File: src/rtl/ball_engine.sv
// Ball motion for the pong datapath: centres the ball outside PLAY, steps it on a
// divided tick, bounces off walls/paddles and reports a miss as a one-cycle status code.
module ball_engine #(
  parameter int SCREEN_W  = 640,
  parameter int SCREEN_H  = 480,
  parameter int BALL_SIZE = 8,
  parameter int PADDLE_W  = 8,
  parameter int PADDLE_H  = 64,
  parameter int P1_X      = 16,
  parameter int P2_X      = 616,
  parameter int SPEED_X   = 2,
  parameter int SPEED_Y   = 1,
  parameter int TICK_DIV  = 416667
) (
  input  logic       clk,
  input  logic       rst,
  input  logic [1:0] state,
  input  logic [9:0] paddle1_y,
  input  logic [9:0] paddle2_y,
  output logic [9:0] ball_x,
  output logic [9:0] ball_y,
  output logic [1:0] ballStatus
);

  localparam logic [1:0] GAME_PLAY = 2'b10;

  localparam logic [1:0] HOLD   = 2'd0;
  localparam logic [1:0] MOVE   = 2'd1;
  localparam logic [1:0] SCORED = 2'd2;

  localparam logic [1:0] PLAYING    = 2'b00;
  localparam logic [1:0] PLAYER1WIN = 2'b01;
  localparam logic [1:0] PLAYER2WIN = 2'b10;

  localparam int CNT_W = $clog2(TICK_DIV + 1);
  localparam logic [CNT_W-1:0] CNT_LAST = CNT_W'(TICK_DIV - 1);
  localparam logic [CNT_W-1:0] CNT_ONE  = CNT_W'(1);

  localparam logic [9:0] X_CTR   = 10'((SCREEN_W - BALL_SIZE) / 2);
  localparam logic [9:0] Y_CTR   = 10'((SCREEN_H - BALL_SIZE) / 2);
  localparam logic [9:0] Y_BOT   = 10'(SCREEN_H - BALL_SIZE);
  localparam logic [9:0] X_P1_R  = 10'(P1_X + PADDLE_W);
  localparam logic [9:0] X_P2_CL = 10'(P2_X - BALL_SIZE);

  // 12-bit signed arithmetic keeps paddle_y+PADDLE_H and ball_x+dx free of wrap-around
  localparam logic signed [11:0] ZERO     = 12'sd0;
  localparam logic signed [11:0] SPD_X    = 12'(SPEED_X);
  localparam logic signed [11:0] SPD_Y    = 12'(SPEED_Y);
  localparam logic signed [11:0] X_MAX    = 12'(SCREEN_W - BALL_SIZE);
  localparam logic signed [11:0] Y_MAX    = 12'(SCREEN_H - BALL_SIZE);
  localparam logic signed [11:0] P1_EDGE  = 12'(P1_X + PADDLE_W);
  localparam logic signed [11:0] P2_EDGE  = 12'(P2_X);
  localparam logic signed [11:0] BALL_S   = 12'(BALL_SIZE);
  localparam logic signed [11:0] PAD_H    = 12'(PADDLE_H);

  logic [1:0]       fsm_reg;
  logic [CNT_W-1:0] cnt_reg;
  logic             dx_neg;
  logic             dy_neg;
  logic             served;

  logic signed [11:0] bx_s, by_s, p1_s, p2_s, nx, ny;
  logic               ov1, ov2;
  logic [9:0]         x_step, y_step;
  logic               dx_step, dy_step;
  logic [1:0]         miss_code;

  assign bx_s = $signed({2'b00, ball_x});
  assign by_s = $signed({2'b00, ball_y});
  assign p1_s = $signed({2'b00, paddle1_y});
  assign p2_s = $signed({2'b00, paddle2_y});
  assign nx   = bx_s + (dx_neg ? -SPD_X : SPD_X);
  assign ny   = by_s + (dy_neg ? -SPD_Y : SPD_Y);

  // Overlap is judged on the pre-step ball_y
  assign ov1 = (by_s + BALL_S > p1_s) && (by_s < p1_s + PAD_H);
  assign ov2 = (by_s + BALL_S > p2_s) && (by_s < p2_s + PAD_H);

  always_comb begin
    x_step    = ball_x;
    y_step    = ball_y;
    dx_step   = dx_neg;
    dy_step   = dy_neg;
    miss_code = PLAYING;

    if (ny <= ZERO) begin
      y_step  = '0;
      dy_step = 1'b0;
    end else if (ny >= Y_MAX) begin
      y_step  = Y_BOT;
      dy_step = 1'b1;
    end else begin
      y_step = ny[9:0];
    end

    // Paddle hits are tested before misses so a paddle always wins
    if (dx_neg && (bx_s >= P1_EDGE) && (nx < P1_EDGE) && ov1) begin
      x_step  = X_P1_R;
      dx_step = 1'b0;
    end else if (!dx_neg && (bx_s + BALL_S <= P2_EDGE) && (nx + BALL_S > P2_EDGE) && ov2) begin
      x_step  = X_P2_CL;
      dx_step = 1'b1;
    end else if (dx_neg && (nx < ZERO)) begin
      miss_code = PLAYER2WIN;
    end else if (!dx_neg && (nx > X_MAX)) begin
      miss_code = PLAYER1WIN;
    end else begin
      x_step = nx[9:0];
    end
  end

  always_ff @(posedge clk or posedge rst) begin
    if (rst) begin
      fsm_reg    <= HOLD;
      cnt_reg    <= '0;
      ball_x     <= X_CTR;
      ball_y     <= Y_CTR;
      ballStatus <= PLAYING;
      dx_neg     <= 1'b0;
      dy_neg     <= 1'b0;
      served     <= 1'b0;
    end else begin
      ballStatus <= PLAYING;
      case (fsm_reg)
        HOLD: begin
          ball_x  <= X_CTR;
          ball_y  <= Y_CTR;
          cnt_reg <= '0;
          if (state == GAME_PLAY) begin
            fsm_reg <= MOVE;
            served  <= 1'b1;
            // Alternate vertical serve direction from the second serve on
            if (served) dy_neg <= ~dy_neg;
          end
        end
        MOVE: begin
          if (state != GAME_PLAY) begin
            fsm_reg <= HOLD;
            cnt_reg <= '0;
            ball_x  <= X_CTR;
            ball_y  <= Y_CTR;
          end else if (cnt_reg == CNT_LAST) begin
            cnt_reg <= '0;
            ball_x  <= x_step;
            ball_y  <= y_step;
            dx_neg  <= dx_step;
            dy_neg  <= dy_step;
            if (miss_code != PLAYING) begin
              ballStatus <= miss_code;
              fsm_reg    <= SCORED;
            end
          end else begin
            cnt_reg <= cnt_reg + CNT_ONE;
          end
        end
        SCORED: begin
          if (state != GAME_PLAY) begin
            fsm_reg <= HOLD;
            ball_x  <= X_CTR;
            ball_y  <= Y_CTR;
          end
        end
        default: fsm_reg <= HOLD;
      endcase
    end
  end

endmodule
File: config.mk
export PLATFORM = sky130hd
export DESIGN_NAME = ball_engine
export DESIGN_NICKNAME = d
export VERILOG_FILES = /design/src/rtl/ball_engine.sv
export SDC_FILE = /design/constraint.sdc
export NUM_CORES = 1
export LEC_CHECK = 0
export BUFFER_PORTS_ARGS = -buffer_cell sky130_fd_sc_hd__buf_4
export CAP_MARGIN = 20
export CORE_UTILIZATION = 55
export CTS_BUF_LIST = sky130_fd_sc_hd__clkbuf_2
export DETAILED_ROUTE_END_ITERATION = 8
export GPL_TIMING_DRIVEN = 1
export PLACE_DENSITY = 0.82
export SETUP_SLACK_MARGIN = 0.15
export SLEW_MARGIN = 20
export SYNTH_ARGS = -nofsm -noshare
export SYNTH_HDL_FRONTEND = slang
export SYNTH_SLANG_ARGS = --single-unit
File: constraint.sdc
create_clock -name clk -period 4.3 [get_ports clk]
set_clock_uncertainty 0.2 [all_clocks]
set_input_delay 0.86 -clock clk [delete_from_list [all_inputs] [get_ports clk]]
set_output_delay 0.86 -clock clk [all_outputs]
set_load 0.05 [all_outputs]
Word level (Yosys, flattened, before mapping)
Index checks and enable logic that the tools add are counted.
{"block": "op_classes", "n_bitwise": 2, "n_reduce_logical": 22, "shift": 0, "addsub": 8, "eq_ne": 15, "order_cmp": 12, "n_div": 0, "mux": 42, "mul": 0}
{"cell": "$mux W10", "count": 12}
{"cell": "$pmux W10 S3", "count": 2}
{"cell": "$mux W19", "count": 2}
{"cell": "$pmux W19 S2", "count": 1}
{"cell": "$add A11 B12 Y12", "count": 2}
{"cell": "$gt A12 B11 Y1 const B", "count": 2}
{"cell": "$mux W12", "count": 2}
{"cell": "$mux W2", "count": 12}
{"cell": "$add A10 B4 Y11 const B", "count": 2}
{"cell": "$add A10 B7 Y11 const B", "count": 2}
{"cell": "$lt A10 B11 Y1", "count": 2}
{"cell": "$add A19 B1 Y19 const B", "count": 1}
{"cell": "$eq A19 B19 Y1 const B", "count": 1}
{"cell": "$add A12 B5 Y12 const B", "count": 1}
{"cell": "$ge A12 B10 Y1 const B", "count": 1}
{"cell": "$gt A12 B11 Y1", "count": 1}
{"cell": "$le A12 B1 Y1 const B", "count": 1}
{"cell": "$lt A12 B1 Y1 const B", "count": 1}
{"cell": "$lt A12 B6 Y1 const B", "count": 1}
{"cell": "$ne A2 B2 Y1 const B", "count": 6}
{"cell": "$gt A11 B10 Y1", "count": 1}
{"cell": "$le A11 B10 Y1 const B", "count": 1}
{"cell": "$ge A10 B5 Y1 const B", "count": 1}
{"cell": "$logic_and A1 B1 Y1", "count": 10}
{"cell": "17 further kinds", "count": 33}
{"block": "totals", "rom_bits": 0, "wordCells": 109, "latchBits": 0, "register_bits": 46, "inputBits": 24, "memories": 0, "ramBits": 0}

Depth between registers and ports, before layout
{"block": "depth", "depth_word": 13, "mapped_depth": 16, "depth_no_buf": 15}

Least setup slack after synthesis
No wires, ideal clock.
{"block": "synth_path", "path_type": "flip-flop to flip-flop", "from": "register ball_x[1]", "to": "register ball_x[7]", "stages_incl_launch_ff": 16, "arrival_time_ns": 3.623, "setup_slack_ns": 0.355, "synth_period_minus_slack_ns": 3.945, "n_path_buf": 1, "setup_ns": 0.122, "required_time_ns": 3.978, "path_cell_list": "dfrtp_1 > inv_1 > fa_1 > nand2b_1 > a21oi_1 > o22ai_1 > inv_1 > a21oi_1 > ha_1 > nand4_1 > nand4_1 > and3_1 > o31ai_1 > clkbuf_1 > nor2_1 > a32o_1"}
{"block": "synth_via", "elab_chain_cells": 10, "elab_cells_between_ends": 27}
{"item": "start: declaration", "line": "20", "rtl": "output logic [9:0] ball_x,"}
{"item": "start signal: assignment", "line": "144", "rtl": "ball_x <= x_step;"}
{"item": "$add A11 B12 Y12 / $add A10 B4 Y11 (equally long branches)", "line": "72, 100"}
{"item": "$add A12 B5 Y12 / $le A11 B10 Y1 (equally long branches)", "line": "100", "rtl": "end else if (!dx_neg && (bx_s + BALL_S <= P2_EDGE) && (nx + BALL_S > P2_EDGE) && ov2) begin"}
{"item": "$gt A12 B11 Y1 / $logic_and A1 B1 Y1 (equally long branches)", "line": "100"}
{"item": "$logic_and A1 B1 Y1 (2 in a row)", "line": "100"}
{"item": "$mux W10", "line": "100"}
{"item": "$mux W10", "line": "97", "rtl": "if (dx_neg && (bx_s >= P1_EDGE) && (nx < P1_EDGE) && ov1) begin"}
{"item": "$mux W10", "line": "142", "rtl": "end else if (cnt_reg == CNT_LAST) begin"}
{"item": "$mux W10", "line": "137", "rtl": "if (state != GAME_PLAY) begin"}
{"item": "$pmux W10 S3", "line": "124", "rtl": "case (fsm_reg)"}
Parallel ways exist; a longest one is shown, timed or not. The select of a mux whose other input is x is not followed.
A chain may end at the register's enable or synchronous reset.

Final worst setup path
{"block": "layout_path", "from": "register ball_x[2]", "to": "register ball_x[9]"}
The elaborated chain is that of the path after synthesis.

==> results.md <==
- Critical path capture point type: flop
- Post-Syn Area per Cell: 8.457 µm²
- Leading cell type in the layout, fill and taps excluded: sky130_fd_sc_hd__ha_1
- Count of nets after finishing: 680
- Wire length of the first global-routing pass: 19.18 mm
- Critical hold path startpoint: served$_DFFE_PP0P_
- Layout overhead on the synthesized area: 12.32%
- Hold depth: 1
- Via count of the first global-routing pass: 4125
- Endpoint of the worst register-to-register path: ball_x[9]$_DFFE_PP0P_
- Startpoint of the most critical setup path: ball_x[2]$_DFFE_PP1P_
- Clock period minus worst slack: 4.013 ns
- MaxCap Viol Count: 0
- Total negative setup slack: 0 ns
- Leakage power: 2.317 nW
- Post-Layout Cell Count: 695
- Port Buffers: 44
- Die span in y: 93.04 µm
- Highest-count cells in the layout ignoring fill and taps: 62 x sky130_fd_sc_hd__ha_1, 53 x sky130_fd_sc_hd__buf_4, 45 x sky130_fd_sc_hd__inv_1
- Flip-flop and latch count after synthesis: 45
- Worst slew pin tran: 0.9241 ns
- Share of final-layout standard cells stronger than drive strength 1: 0.1568
- Final core area utilization: 0.6491
- Worst slack after detailed placement: 0.02803 ns
- Worst hold endpoint: served$_DFFE_PP0P_
- Switching part of the total: 0.3766
- Maximum clock frequency: 0.2492 GHz
- Placement Rows: 32
- Via/cell ratio: 6.292
- Yosys warns: 0
- Count of final max-slew check failures: 0
- Async S/R FF share, synth: 1.000
- Mapped Nets: 627
- Number of nets with antenna violations after routing: 0
- Number of flip-flops under the largest register name: 19
- Highest routed metal layer: met4
- Status: finished clean
- HPWL after DPL: 8.889 mm
- Num ports: 46
- Post-synthesis cell count: 539
- Initial antenna violation count: 0
- Antenna diodes: 0
- Starting density of the core: 0.5779
- Final worst slack: 0.2869 ns
- Commonest register cell after synthesis: sky130_fd_sc_hd__dfrtp_1
- Number of cells on the worst reg-to-reg path: 10
- Die boundary width: 93.04 µm
- Period Utilization, post-route: 0.9333
- Area contributors post-synth: sky130_fd_sc_hd__dfrtp_1 19%, sky130_fd_sc_hd__ha_1 17%, sky130_fd_sc_hd__dfstp_2 5.8%
- Clock Latency Late Sink: 0.40 ns
- Number of vias after detailed routing: 4373
- First DRT Iteration DRCs: 242
- CTS tree: yes
- Cell count after placement: 684
- # H-tree levels: 2
- Final Hold Fails: 0
- Proportion of power drawn by the clock network: 0.169
- Largest net degree at the start of global routing: 46
- Worst path required time: 4.41 ns
- Area inside the core boundary: 0.007888 mm²
- Tightest slew margin relative to the limit: 0.3782
- Largest area contributor in the synthesized netlist: sky130_fd_sc_hd__dfrtp_1
- Aggregate global routing overflow: 0
- Cell Int Power: 0.6159 mW
- Nature of the critical path startpoint: flop
- Critical path start-end classification: reg2reg
- Classification of the worst-slack hold path: reg2reg
- Final GP Congestion: 0.9193
- Metal2 WL: 5.476 mm
- Area of the die: 0.008656 mm²
- Combinational share of power: 0.381
- Number of unique standard cell types used by synthesis: 75
- Wirelength per Cell: 16.71 µm
- Switching component of the power: 0.3721 mW
- Post-synth design cell area: 0.004558 mm²
- Minimum setup slack among reg-to-reg paths: 0.29 ns
- Number of failing setup endpoints in the final timing report: 0
- Final WL: 11.62 mm
- Cell Pwr Density: 193.0 mW/mm²
- Number of remaining DRC errors: 0
- Crit path DAT: 4.12 ns
- Met3 wire length: 686 µm
- Post-synth EDFFs: 0
- Cell chosen for the clock root: sky130_fd_sc_hd__clkbuf_2
- Clock tree buffer depth: 2
- Number of iterations in the first detailed-routing pass: 5
- Worst hold margin: 0.3058 ns
- CTS clock-pin slew for the worst setup and hold paths: 0.21 ns
- Startpoint of the worst-slack reg-to-reg timing path: ball_x[2]$_DFFE_PP1P_
- Share of the synthesized area in the top cell type: 0.1921
- Setup repair after global routing missed its margin: no
- CTS buffer count: 5
- Cts hold-fix bufs: 0
- Sequential share of power: 0.450
- Share of synthesized area occupied by flip-flops and latches: 0.2498
- Max IR drop VDD: 0.0001503 V
- All-Layer GR Usage: 0.2746
- Wire length the detailed router placed on met1: 5.279 mm
- Sink count of the clock tree: 45
- Biggest fanout along the worst timing path: 8
## worst max-delay path by stage
stage,end,slack (ns),cells after the start
floorplan,ball_x[7]$_DFFE_PP0P_,0.36,15
global placement,fsm_reg[0]$_DFFE_PP0P_,0.24,14
detailed placement,fsm_reg[0]$_DFFE_PP0P_,0.03,14
CTS,ball_x[5]$_DFFE_PP1P_,0.22,15
global route,fsm_reg[0]$_DFFE_PP0P_,0.14,14
finish,ball_x[9]$_DFFE_PP0P_,0.29,10
## power by group through the flow
stage	clock network, mW	logic (mW)	registers [mW]
floorplan	0	0.281	0.446
global placement	0	0.352	0.450
detailed placement	0	0.369	0.450
CTS	0.171	0.372	0.443
global route	0.188	0.420	0.445
finish	0.167	0.377	0.444
## synth_stat cells (all sizes together) (3+ instances only)
cell     count
o21a         6
xnor2       21
or2          4
a2bb2oi      3
nand2b       5
ha          62
a221oi       4
o211ai       6
o211a        4
and2         6
nor3        13
nor4         6
nor2        44
clkbuf       5
o31ai        4
o2111ai      5
inv         46
o21ai       45
nand2       40
nand4       11
a21o         7
nor2b       11
a22o         3
a211oi       5
nand3       22
dfrtp       35
dfstp       10
or4          4
and3         7
a31oi        6
xor2        12
a21oi       32
## repair_timing
action                                 CTS  global route
setup buffers                            0             3
pin swaps                                0             4
setup endpoints to repair               12            12
endpoints found under the hold margin    0             0
gates resized for setup                  2             5
cloned                                   0             0
## per-stage QoR
step | power [mW] | area, µm²
after global routing | 1.054 | 5120
after detailed placement | 0.8193 | 5027
final | 0.9880 | 5120
after CTS | 0.9863 | 5066
after floorplan | 0.7273 | 4558
after global placement | 0.8020 | 5027
## routing by layer
metal,track usage,vias up
met4,0.08333,0
met5,0,-
met3,0.03171,21
li1,-,2098
met1,0.3723,2096
met2,0.4596,158
## critical path: stages (launching register included)
cell	delay [ns]
sky130_fd_sc_hd__dfstp_2	0.62
sky130_fd_sc_hd__inv_1	0.08
sky130_fd_sc_hd__fa_1	0.42
sky130_fd_sc_hd__nand2b_1	0.21
sky130_fd_sc_hd__a21oi_1	0.26
sky130_fd_sc_hd__xor2_1	0.21
sky130_fd_sc_hd__or3_1	0.38
sky130_fd_sc_hd__o41ai_1	0.37
sky130_fd_sc_hd__o2111ai_1	0.44
sky130_fd_sc_hd__a41oi_2	0.40
sky130_fd_sc_hd__mux2_1	0.35
## kinds of logic after synthesis
| group | count (synthesis) | share of synthesized area |
|---|---|---|
| other | 1 | 0.0008227 |
| buffers and inverters | 53 | 0.04529 |
| multiplexers | 2 | 0.004666 |
| XOR/XNOR | 33 | 0.06506 |
| flip-flops | 45 | 0.2498 |
| AO/OA/AOI/OAI | 159 | 0.2506 |
| adder cells (fa/ha/maj) | 64 | 0.1790 |
| AND/OR/NAND/NOR | 182 | 0.2048 |
## cell type report
| cell class | instances | area [µm²] |
|---|---|---|
| well taps | 102 | 127.6 |
| multi-input cells | 441 | 3244 |
| repair buffers | 53 | 397.9 |
| clock inverters | 3 | 12.51 |
| flip-flops and latches | 45 | 1140 |
| fillers | 676 | 2768 |
| inverters | 46 | 172.7 |
| clock buffers | 5 | 25.02 |
Power figures use the tool's default switching activity.
